[config.mk]
export PLATFORM = sky130hd
export DESIGN_NAME = div_unit_flat
export DESIGN_NICKNAME = d
export VERILOG_FILES = /design/src/rtl/div_unit_pkg.sv /design/src/rtl/div_unit_if.sv /design/src/rtl/div_unit_iter.sv /design/src/rtl/div_unit.sv /design/src/flat_wrapper.sv
export SDC_FILE = /design/constraint.sdc
export NUM_CORES = 1
export LEC_CHECK = 0
export CAP_MARGIN = 25
export CORE_MARGIN = 10
export CORE_UTILIZATION = 28
export DETAILED_ROUTE_END_ITERATION = 7
export GPL_TIMING_DRIVEN = 0
export PLACE_DENSITY = 0.41
export SYNTH_ARGS = -nofsm -noshare
export SYNTH_HDL_FRONTEND = slang
export SYNTH_SLANG_ARGS = --single-unit
[constraint.sdc]
create_clock -name clk -period 7.8 [get_ports clk]
set_input_delay 1.56 -clock clk [delete_from_list [all_inputs] [get_ports clk]]
set_output_delay 1.56 -clock clk [all_outputs]
set_load 0.03 [all_outputs]
[src/rtl/div_unit_pkg.sv]
// div_unit_pkg: shared constants, state encodings and helpers for the
// multi-cycle 32-bit divider (div_unit, div_iter, div_unit_if).
package div_unit_pkg;

    localparam int DataBus      = 32;
    localparam int DoubleRegBus = 64;
    localparam int WorkBus      = 65;

    localparam logic [DataBus-1:0] ZeroWord = 32'h0000_0000;

    // FSM state encodings (kept as plain constants for legacy decode logic)
    localparam logic [1:0] DivFree   = 2'b00;
    localparam logic [1:0] DivByZero = 2'b01;
    localparam logic [1:0] DivOn     = 2'b10;
    localparam logic [1:0] DivEnd    = 2'b11;

    localparam logic DivResultReady    = 1'b1;
    localparam logic DivResultNotReady = 1'b0;
    localparam logic DivStart          = 1'b1;
    localparam logic DivStop           = 1'b0;

    // Number of restoring steps for a full-width divide
    localparam logic [5:0] DivSteps = 6'd32;

    // Sign bookkeeping captured when an operation is accepted
    typedef struct packed {
        logic is_signed;
        logic dividend_neg;
        logic divisor_neg;
    } div_sign_t;

    // Two's-complement negate when neg is set; 0x80000000 maps onto itself,
    // which is exactly the unsigned magnitude we want for abs().
    function automatic logic [DataBus-1:0] cond_negate(input logic [DataBus-1:0] v,
                                                       input logic neg);
        return neg ? (~v + 32'd1) : v;
    endfunction

endpackage

[src/rtl/div_unit_if.sv]
// div_unit_if: divide handshake between the execute stage (master) and
// the divider (slave).
interface div_unit_if;
    import div_unit_pkg::*;

    logic                    start_i;
    logic                    annul_i;
    logic                    signed_i;
    logic [DataBus-1:0]      opdata1_i;
    logic [DataBus-1:0]      opdata2_i;
    logic [DoubleRegBus-1:0] result_o;
    logic                    ready_o;

    modport master (
        output start_i, annul_i, signed_i, opdata1_i, opdata2_i,
        input  result_o, ready_o
    );

    modport slave (
        input  start_i, annul_i, signed_i, opdata1_i, opdata2_i,
        output result_o, ready_o
    );

endinterface

[src/rtl/div_unit_iter.sv]
// div_iter: one combinational restoring shift-subtract step.
// rem_i is the 33-bit partial remainder, quo_i the quotient bits gathered so
// far (its MSB is shifted out and never needed), dbit_i the next dividend bit.
module div_iter
    import div_unit_pkg::*;
(
    input  logic [32:0]         rem_i,
    input  logic [30:0]         quo_i,
    input  logic                dbit_i,
    input  logic [DataBus-1:0]  divisor_i,
    output logic [WorkBus-1:0]  work_o
);

    logic [32:0] cand;
    logic [32:0] diff;
    logic        ge;

    // Shift in the next dividend bit, compare against {0,divisor} and restore
    // when the subtraction would go negative. A set bit shifted out of the
    // remainder means the candidate is certainly large enough.
    always_comb begin
        cand   = {rem_i[31:0], dbit_i};
        ge     = rem_i[32] | (cand >= {1'b0, divisor_i});
        diff   = cand - {1'b0, divisor_i};
        work_o = {(ge ? diff : cand), quo_i, ge};
    end

endmodule

[src/rtl/div_unit.sv]
// div_unit: multi-cycle 32-bit signed/unsigned divider, result
// {remainder, quotient}. Optional macro DIV_EARLY_EXIT_EN: when
// |dividend| < |divisor| the result is produced without iterating.
//
// state     | meaning
// ----------+-----------------------------------------------------------
// DivFree   | idle, waiting for start_i
// DivByZero | divisor was zero, result 0 is posted on the next edge
// DivOn     | 32 restoring steps, then sign fix-up and result register
// DivEnd    | result valid, held while start_i stays high
module div_unit
    import div_unit_pkg::*;
(
    input  logic      clk,
    input  logic      rst,
    div_unit_if.slave bus
);

    logic [1:0]          state;
    logic [5:0]          cnt;
    logic [DataBus-1:0]  dividend_r;
    logic [DataBus-1:0]  divisor_r;
    logic [WorkBus-1:0]  work;
    logic [WorkBus-1:0]  work_nxt;
    div_sign_t           sign_r;

    logic                op1_neg;
    logic                op2_neg;
    logic [DataBus-1:0]  abs_op1;
    logic [DataBus-1:0]  abs_op2;
    logic [DataBus-1:0]  quo_fix;
    logic [DataBus-1:0]  rem_fix;

    // Operand magnitudes; only taken as negative for DIV with bit31 set
    always_comb begin
        op1_neg = bus.signed_i & bus.opdata1_i[31];
        op2_neg = bus.signed_i & bus.opdata2_i[31];
        abs_op1 = cond_negate(bus.opdata1_i, op1_neg);
        abs_op2 = cond_negate(bus.opdata2_i, op2_neg);
    end

    div_iter u_iter (
        .rem_i     (work[64:32]),
        .quo_i     (work[30:0]),
        .dbit_i    (dividend_r[31]),
        .divisor_i (divisor_r),
        .work_o    (work_nxt)
    );

    // Sign fix-up: quotient negative when signs differ, remainder follows dividend
    always_comb begin
        quo_fix = cond_negate(work[31:0],
                              sign_r.is_signed & (sign_r.dividend_neg ^ sign_r.divisor_neg));
        rem_fix = cond_negate(work[63:32], sign_r.dividend_neg);
    end

    // Divider FSM, step counter and registered outputs
    always_ff @(posedge clk) begin
        if (rst) begin
            state        <= DivFree;
            cnt          <= 6'd0;
            dividend_r   <= ZeroWord;
            divisor_r    <= ZeroWord;
            work         <= '0;
            sign_r       <= '0;
            bus.ready_o  <= DivResultNotReady;
            bus.result_o <= '0;
        end else begin
            case (state)
                DivFree: begin
                    bus.ready_o  <= DivResultNotReady;
                    bus.result_o <= '0;
                    if (bus.start_i == DivStart && !bus.annul_i) begin
                        if (bus.opdata2_i == ZeroWord) begin
                            state <= DivByZero;
                        end
`ifdef DIV_EARLY_EXIT_EN
                        else if (abs_op1 < abs_op2) begin
                            // quotient 0, remainder is the dividend untouched
                            state        <= DivEnd;
                            bus.result_o <= {bus.opdata1_i, ZeroWord};
                        end
`endif
                        else begin
                            dividend_r <= abs_op1;
                            divisor_r  <= abs_op2;
                            sign_r     <= '{is_signed:    bus.signed_i,
                                            dividend_neg: op1_neg,
                                            divisor_neg:  op2_neg};
                            work       <= '0;
                            cnt        <= 6'd0;
                            state      <= DivOn;
                        end
                    end
                end

                DivByZero: begin
                    if (bus.annul_i || bus.start_i == DivStop) begin
                        state        <= DivFree;
                        bus.ready_o  <= DivResultNotReady;
                        bus.result_o <= '0;
                    end else begin
                        state        <= DivEnd;
                        bus.ready_o  <= DivResultReady;
                        bus.result_o <= '0;
                    end
                end

                DivOn: begin
                    if (bus.annul_i || bus.start_i == DivStop) begin
                        state        <= DivFree;
                        cnt          <= 6'd0;
                        bus.ready_o  <= DivResultNotReady;
                        bus.result_o <= '0;
                    end else if (cnt != DivSteps) begin
                        work       <= work_nxt;
                        dividend_r <= {dividend_r[30:0], 1'b0};
                        cnt        <= cnt + 6'd1;
                    end else begin
                        state        <= DivEnd;
                        cnt          <= 6'd0;
                        bus.ready_o  <= DivResultReady;
                        bus.result_o <= {rem_fix, quo_fix};
                    end
                end

                DivEnd: begin
                    // annul_i is ignored here: the result is already complete
                    if (bus.start_i == DivStart) begin
                        bus.ready_o <= DivResultReady;
                    end else begin
                        state        <= DivFree;
                        bus.ready_o  <= DivResultNotReady;
                        bus.result_o <= '0;
                    end
                end

                default: begin
                    state        <= DivFree;
                    bus.ready_o  <= DivResultNotReady;
                    bus.result_o <= '0;
                end
            endcase
        end
    end

endmodule

[src/flat_wrapper.sv]
// flat-port wrapper written by rule: the top's interface ports become plain ports
module div_unit_flat import div_unit_pkg::*;
  (clk, rst, bus_start_i, bus_annul_i, bus_signed_i, bus_opdata1_i, bus_opdata2_i, bus_result_o, bus_ready_o);
  div_unit_if bus_i ();
  input  logic clk;
  input  logic rst;
  input wire logic [$bits(bus_i.start_i)-1:0] bus_start_i;
  input wire logic [$bits(bus_i.annul_i)-1:0] bus_annul_i;
  input wire logic [$bits(bus_i.signed_i)-1:0] bus_signed_i;
  input wire logic [$bits(bus_i.opdata1_i)-1:0] bus_opdata1_i;
  input wire logic [$bits(bus_i.opdata2_i)-1:0] bus_opdata2_i;
  output wire logic [$bits(bus_i.result_o)-1:0] bus_result_o;
  output wire logic [$bits(bus_i.ready_o)-1:0] bus_ready_o;
  assign bus_i.start_i = bus_start_i;
  assign bus_i.annul_i = bus_annul_i;
  assign bus_i.signed_i = bus_signed_i;
  assign bus_i.opdata1_i = bus_opdata1_i;
  assign bus_i.opdata2_i = bus_opdata2_i;
  assign bus_result_o = bus_i.result_o;
  assign bus_ready_o = bus_i.ready_o;
  div_unit u_core (.clk(clk), .rst(rst), .bus(bus_i));
endmodule
## After elaboration in Yosys (flattened, before gate mapping)

Cells that the tools add are included.

- Output and inout bits: 65
- Bits of input ports: 69
- Logic and storage cells: 86
- Register bits after elaboration: 205

- Add/subtract/negate cells: 6
- $lt $le $gt $ge: 1
- Reduce and logical (&&, ||, !) cells: 12
- Mux-type cells: 36
- Equality and inequality tests: 10
- Bitwise gates (word level): 11

Operator list:

| kind | count |
|---|---|
| 65-bit two-way mux | 4 |
| 32-bit two-way mux | 8 |
| 64-bit two-way mux | 3 |
| 64-bit case mux with 3 select lines | 1 |
| 65-bit case mux with 2 select lines | 1 |
| 32-bit by 1-bit adder with 32-bit output, second input constant | 4 |
| 32-bit inverter | 4 |
| 32-bit case mux with 2 select lines | 1 |
| 33-bit by 32-bit greater-or-equal comparator with 1-bit output | 1 |
| 33-bit two-way mux | 1 |
| 33-bit by 32-bit subtractor with 33-bit output | 1 |
| 32-bit logical NOT | 1 |
| 6-bit two-way mux | 4 |
| 2-bit two-way mux | 6 |
| 6-bit case mux with 2 select lines | 1 |
| 3-bit AND reduction | 3 |
| 2-bit case mux with 4 select lines | 1 |
| 6-bit by 1-bit adder with 6-bit output, second input constant | 1 |
| 2-bit != test, second input constant | 3 |
| 6-bit != test, second input constant | 1 |
| 5-bit AND reduction | 1 |
| 2-bit == test, second input constant | 2 |
| 1-bit two-way mux | 4 |
| 2-bit by 1-bit != test with 1-bit output, second input constant | 2 |
| other kinds (14) | 17 |

## Depth between registers and ports, before layout

Gate-level depths: netlist of run 1.

- Word-level depth: 6
- Mapped depth: 13
- Mapped depth without buffers: 12

## By module

From an unflattened synthesis of run 1, not the netlist that was laid out.

- Cell total of the unflattened synthesis: 1,666
- Area, all modules: 12,692.2 um^2

By module, submodules not included:

| module | area an instance (um^2) | cells each | sequential area each (um^2) | instances |
|---|---|---|---|---|
| div_unit | 10,191.0 | 1,294 | 4,103.9 | 1 |
| div_iter | 2,501.1 | 372 | 0.0 | 1 |

## Least setup slack after synthesis of run 1

Ideal clock, no wire load.

- Path kind: input port to flip-flop
- From: input bus_opdata2_i[10]
- To: register u_core.work[60]
- Setup slack: 4.226 ns
- Cell stages on the path: 7
- Data arrival time: 3.452 ns
- Setup time: 0.122 ns
- Data required time: 7.678 ns
- Cell sequence: or4_4 -> nor4_4 -> nand4_4 -> o31ai_4 -> or2_2 -> nor2_1 -> a221o_1

- Word-level cells in the longest chain between the ends: 3

RTL lines:

| element | line | text |
|---|---|---|
| start, declared | flat_wrapper.sv:11 | `input wire logic [$bits(bus_i.opdata2_i)-1:0] bus_opdata2_i;` |
| 32-bit logical NOT | div_unit.sv:74 | `if (bus.opdata2_i == ZeroWord) begin` |
| 2-bit != test (no source line) | -- |  |
| 5-bit AND reduction (no source line) | -- |  |
| end signal, assigned | div_unit.sv:116 | `work <= work_nxt;` |
| end, declared | div_unit.sv:23 | `logic [WorkBus-1:0] work;` |

No other way between the ends.
A chain may end at the register's enable or synchronous reset.

## Final worst setup path of run 1

- From: input bus_annul_i
- To: register u_core.bus.result_o[41]

- Word-level cells in the longest chain between the ends: 3
- Elaborated cells between the ends (all ways): 5

RTL lines:

| element | line | text |
|---|---|---|
| start, declared | flat_wrapper.sv:8 | `input wire logic [$bits(bus_i.annul_i)-1:0] bus_annul_i;` |
| 1-bit logical OR (*) | div_unit.sv:110 | `if (bus.annul_i \|\| bus.start_i == DivStop) begin` |
| 64-bit two-way mux or 3-bit by 2-bit != test with 1-bit output (tied branches) | -- |  |
| 64-bit case mux with 3 select lines or 2-bit AND reduction (tied branches) | -- |  |
| end signal, assigned | div_unit.sv:123 | `bus.result_o <= {rem_fix, quo_fix};` |
| end, declared | div_unit_if.sv:21 | `output result_o, ready_o` |

Every way passes the cells marked *; elsewhere a longest branch is shown, timed or not.

==> results of run 1 <==
-- report_power, final --
part	total (mW)	switching [mW]	internal [mW]	leakage, nW
registers	1.10	0.0179	1.08	1.66
logic	0.518	0.326	0.192	3.39
clock network	1.27	0.502	0.768	0.440
total	2.88	0.847	2.04	5.49
-- tightest hold or removal path: stages (launching register included) --
cell     delay (ps)
dfxtp_1         300
nand2_1          50
a21oi_1          50
-- final cells by class --
class	instances	area, um2
Multi-Input combinational cell	1180	7450
Inverter	67	251
Buffer	95	404
Timing Repair Buffer	133	1330
Fill cell	4613	27900
Clock inverter	12	155
Tap cell	585	732
Clock buffer	35	744
Sequential cell	205	4100
-- cells by family (layout without fill, tap and decap cells) --
family	count (synthesis)	count (layout)	synth area share [%]
AND/OR/NAND/NOR	512	512	19.3
AO/OA/AOI/OAI	452	452	24.5
flip-flops	205	205	33.6
buffers and inverters	162	342	5.37
XOR/XNOR	144	144	10.3
adder cells (fa/ha/maj)	42	42	4.37
multiplexers	30	30	2.46
-- path summary, 6_finish.rpt --
kind                             endpoint  cells past startpoint
hold reg to reg     u_core.dividend_r[28]                      2
setup / recovery  u_core.bus.result_o[41]                     10
hold / removal      u_core.dividend_r[28]                      2
setup reg to reg  u_core.bus.result_o[41]                     12
-- synthesized netlist by cell type, drive strengths merged, types with 9 or more instances --
| library cell | count |
|---|---|
| a211oi | 32 |
| a21o | 12 |
| a21oi | 134 |
| a22o | 22 |
| a22oi | 37 |
| a31oi | 9 |
| buf | 24 |
| clkbuf | 71 |
| dfxtp | 205 |
| ha | 41 |
| inv | 66 |
| mux2i | 30 |
| nand2 | 189 |
| nand2b | 12 |
| nand3 | 53 |
| nor2 | 157 |
| nor3 | 26 |
| nor4 | 13 |
| o211ai | 16 |
| o21ai | 92 |
| o31ai | 31 |
| o41ai | 13 |
| or3 | 9 |
| or4 | 13 |
| xnor2 | 93 |
| xor2 | 51 |
-- routing by layer --
layer  global-route usage [%]  vias to the layer above  routed length, um
met3                     2.64                       37               1990
met4                     3.52                        0                597
met5                        0                        -                  0
met1                     21.5                     5251              20800
met2                     23.2                      222              17700
li1                         -                     5824                  -
-- through the flow --
stage,power [mW],setup slack (ps),area [um2]
after floorplan,1.46,4230,12200
after global placement,1.64,2840,14300
after detailed placement,1.64,2880,14300
after CTS,2.93,3440,15200
after global routing,3.03,3170,15200
final,2.88,3570,15200
-- sequential cells by signal, summed over array words and instances, names as in the netlist --
name                 count
u_core.divisor_r        32
u_core.cnt               6
u_core.bus.ready_o       1
u_core.state             2
u_core.dividend_r       32
u_core.bus.result_o     64
u_core.work             65
u_core.sign_r            3
==> out/metrics.cfg, run 1 <==
[yosys]
yosysWarnings=0
syn-num-nets=1658
synth.distinct_cells=84
netlist_instances=1547
ys_seq_area_share_pct=33.6
synth_flop_cell=dfxtp_1
synth_area_um2=12200
synthTopCellsByArea=dfxtp_1 (34%), xnor2_1 (6.7%), nand2_1 (5.8%)
async_flop_share_pct=0
yosys.area.top_type=dfxtp_1
avgSynthCellArea_um2=7.89
synth_seq_cells=205
synth-edff-count=0
synth_top_area_share_pct=33.6

[pwr]
max-vdd-ir-drop_v=0.000135
powerDensity_nw_per_um2=190
power.leakage_nw=5.49

[clocking]
postCtsSetupBuffers=0
h-tree-depth=1
clock_path_buffers=3
cts_tree=done
clk_pin_slew_ps=60
cts_made_buffers=26
cts_resized=0
clkLatencyLatePin_ps=560
cts-root-buf=clkbuf_16
cts.sinks=205
hold_buffers=0

[setup_path]
crit_family=simple AND/OR/NAND/NOR gates
reg2reg_from=u_core.state[0]
crit_slowest_cell=nor2_1
path_class=in2reg
crit_path_start=bus_annul_i
worstPathMaxFanout=10
critPathLaunchType=primary input
endpoint_kind=flop
crit_required_ps=8280
r2r_setup_slack_ps=4170
crit_buf_inv=3
worstPathCellList=clkdlybuf4s50_1 -> nand2b_1 -> nor2_1 -> o21a_1 -> inv_1 -> nand2_1 -> nor2_1 -> clkbuf_1 -> a22oi_1 -> nor2_1
max_stage_delay_ps=800
critPathMostFrequentCell=nor2_1
worstPathArrival_ps=4710

[timing]
skew_ps=27.8
slew_headroom_pct=41.1
hold_slack_ps=450
setup_violations=0
rsz0062_at_grt=no
fmax_ghz=0.237
finalSetupTns_ps=0
period_share_pct=54.2
maxSlewViolCount=0
hold_violations=0
min_period_ps=4230
tightestPinTransition_ps=880

[finish]
utilization_pct=35.2
final_common_cell=dfxtp_1
layout_common_cells=dfxtp_1 (205), nand2_1 (189), nor2_1 (155)
synthToLayoutAreaGrowth_pct=24.3
nets=1819
fin_cells=2312
layout-drive-gt1-share_pct=5.73
n_antenna_cell=0

[global_routing]
antenna_found_initial=0
grt_usage_pct=15.1
grt_pass1_wl_mm=64.8
first_global_vias=11084
grt_max_degree=14
globalRouteOverflowTotal=0

[flow_run]
cap_violations=0

[drt]
dr.pass1.iters=7
drc_errors=0
ant_nets=0
vias=11334
avgRoutedWirePerCell_um=17.8
drtIter0Drc=652
drt-total-wl_mm=41.1
vias_per_cell=4.90

[die]
ios=134
die_area_um2=52300
coreArea_um2=43100
die_w_um=229
rows=76
die_h_um=229
start_util_pct=28.3

[place]
dp.cells=2265
gp_congestion=0.827
port_buffers=133
dp_hpwl_mm=32.2

[status]
outcome=finished, final reports clean

[min_path]
min_from=u_core.dividend_r[28]
worstHoldPathType=reg2reg

No activity file was read; power rests on OpenSTA's default activity.
==> run 2: changes to the inputs <==
- clock period: 7.8 -> 4.1 ns (I/O delays scaled with it)
==> results of run 2 <==
The final DEF is identical to that of run 1. Status: finished, final reports clean.
Main changes from that run: setup slack after placement 2880 ps -> -76.0 ps; setup slack after layout 3570 ps -> 465 ps; start point of the critical path bus_annul_i -> u_core.state[0]; register-to-register setup slack 4170 ps -> 470 ps; total power 2.88 mW -> 5.49 mW; worst IR drop on VDD 0.000135 V -> 0.000256 V
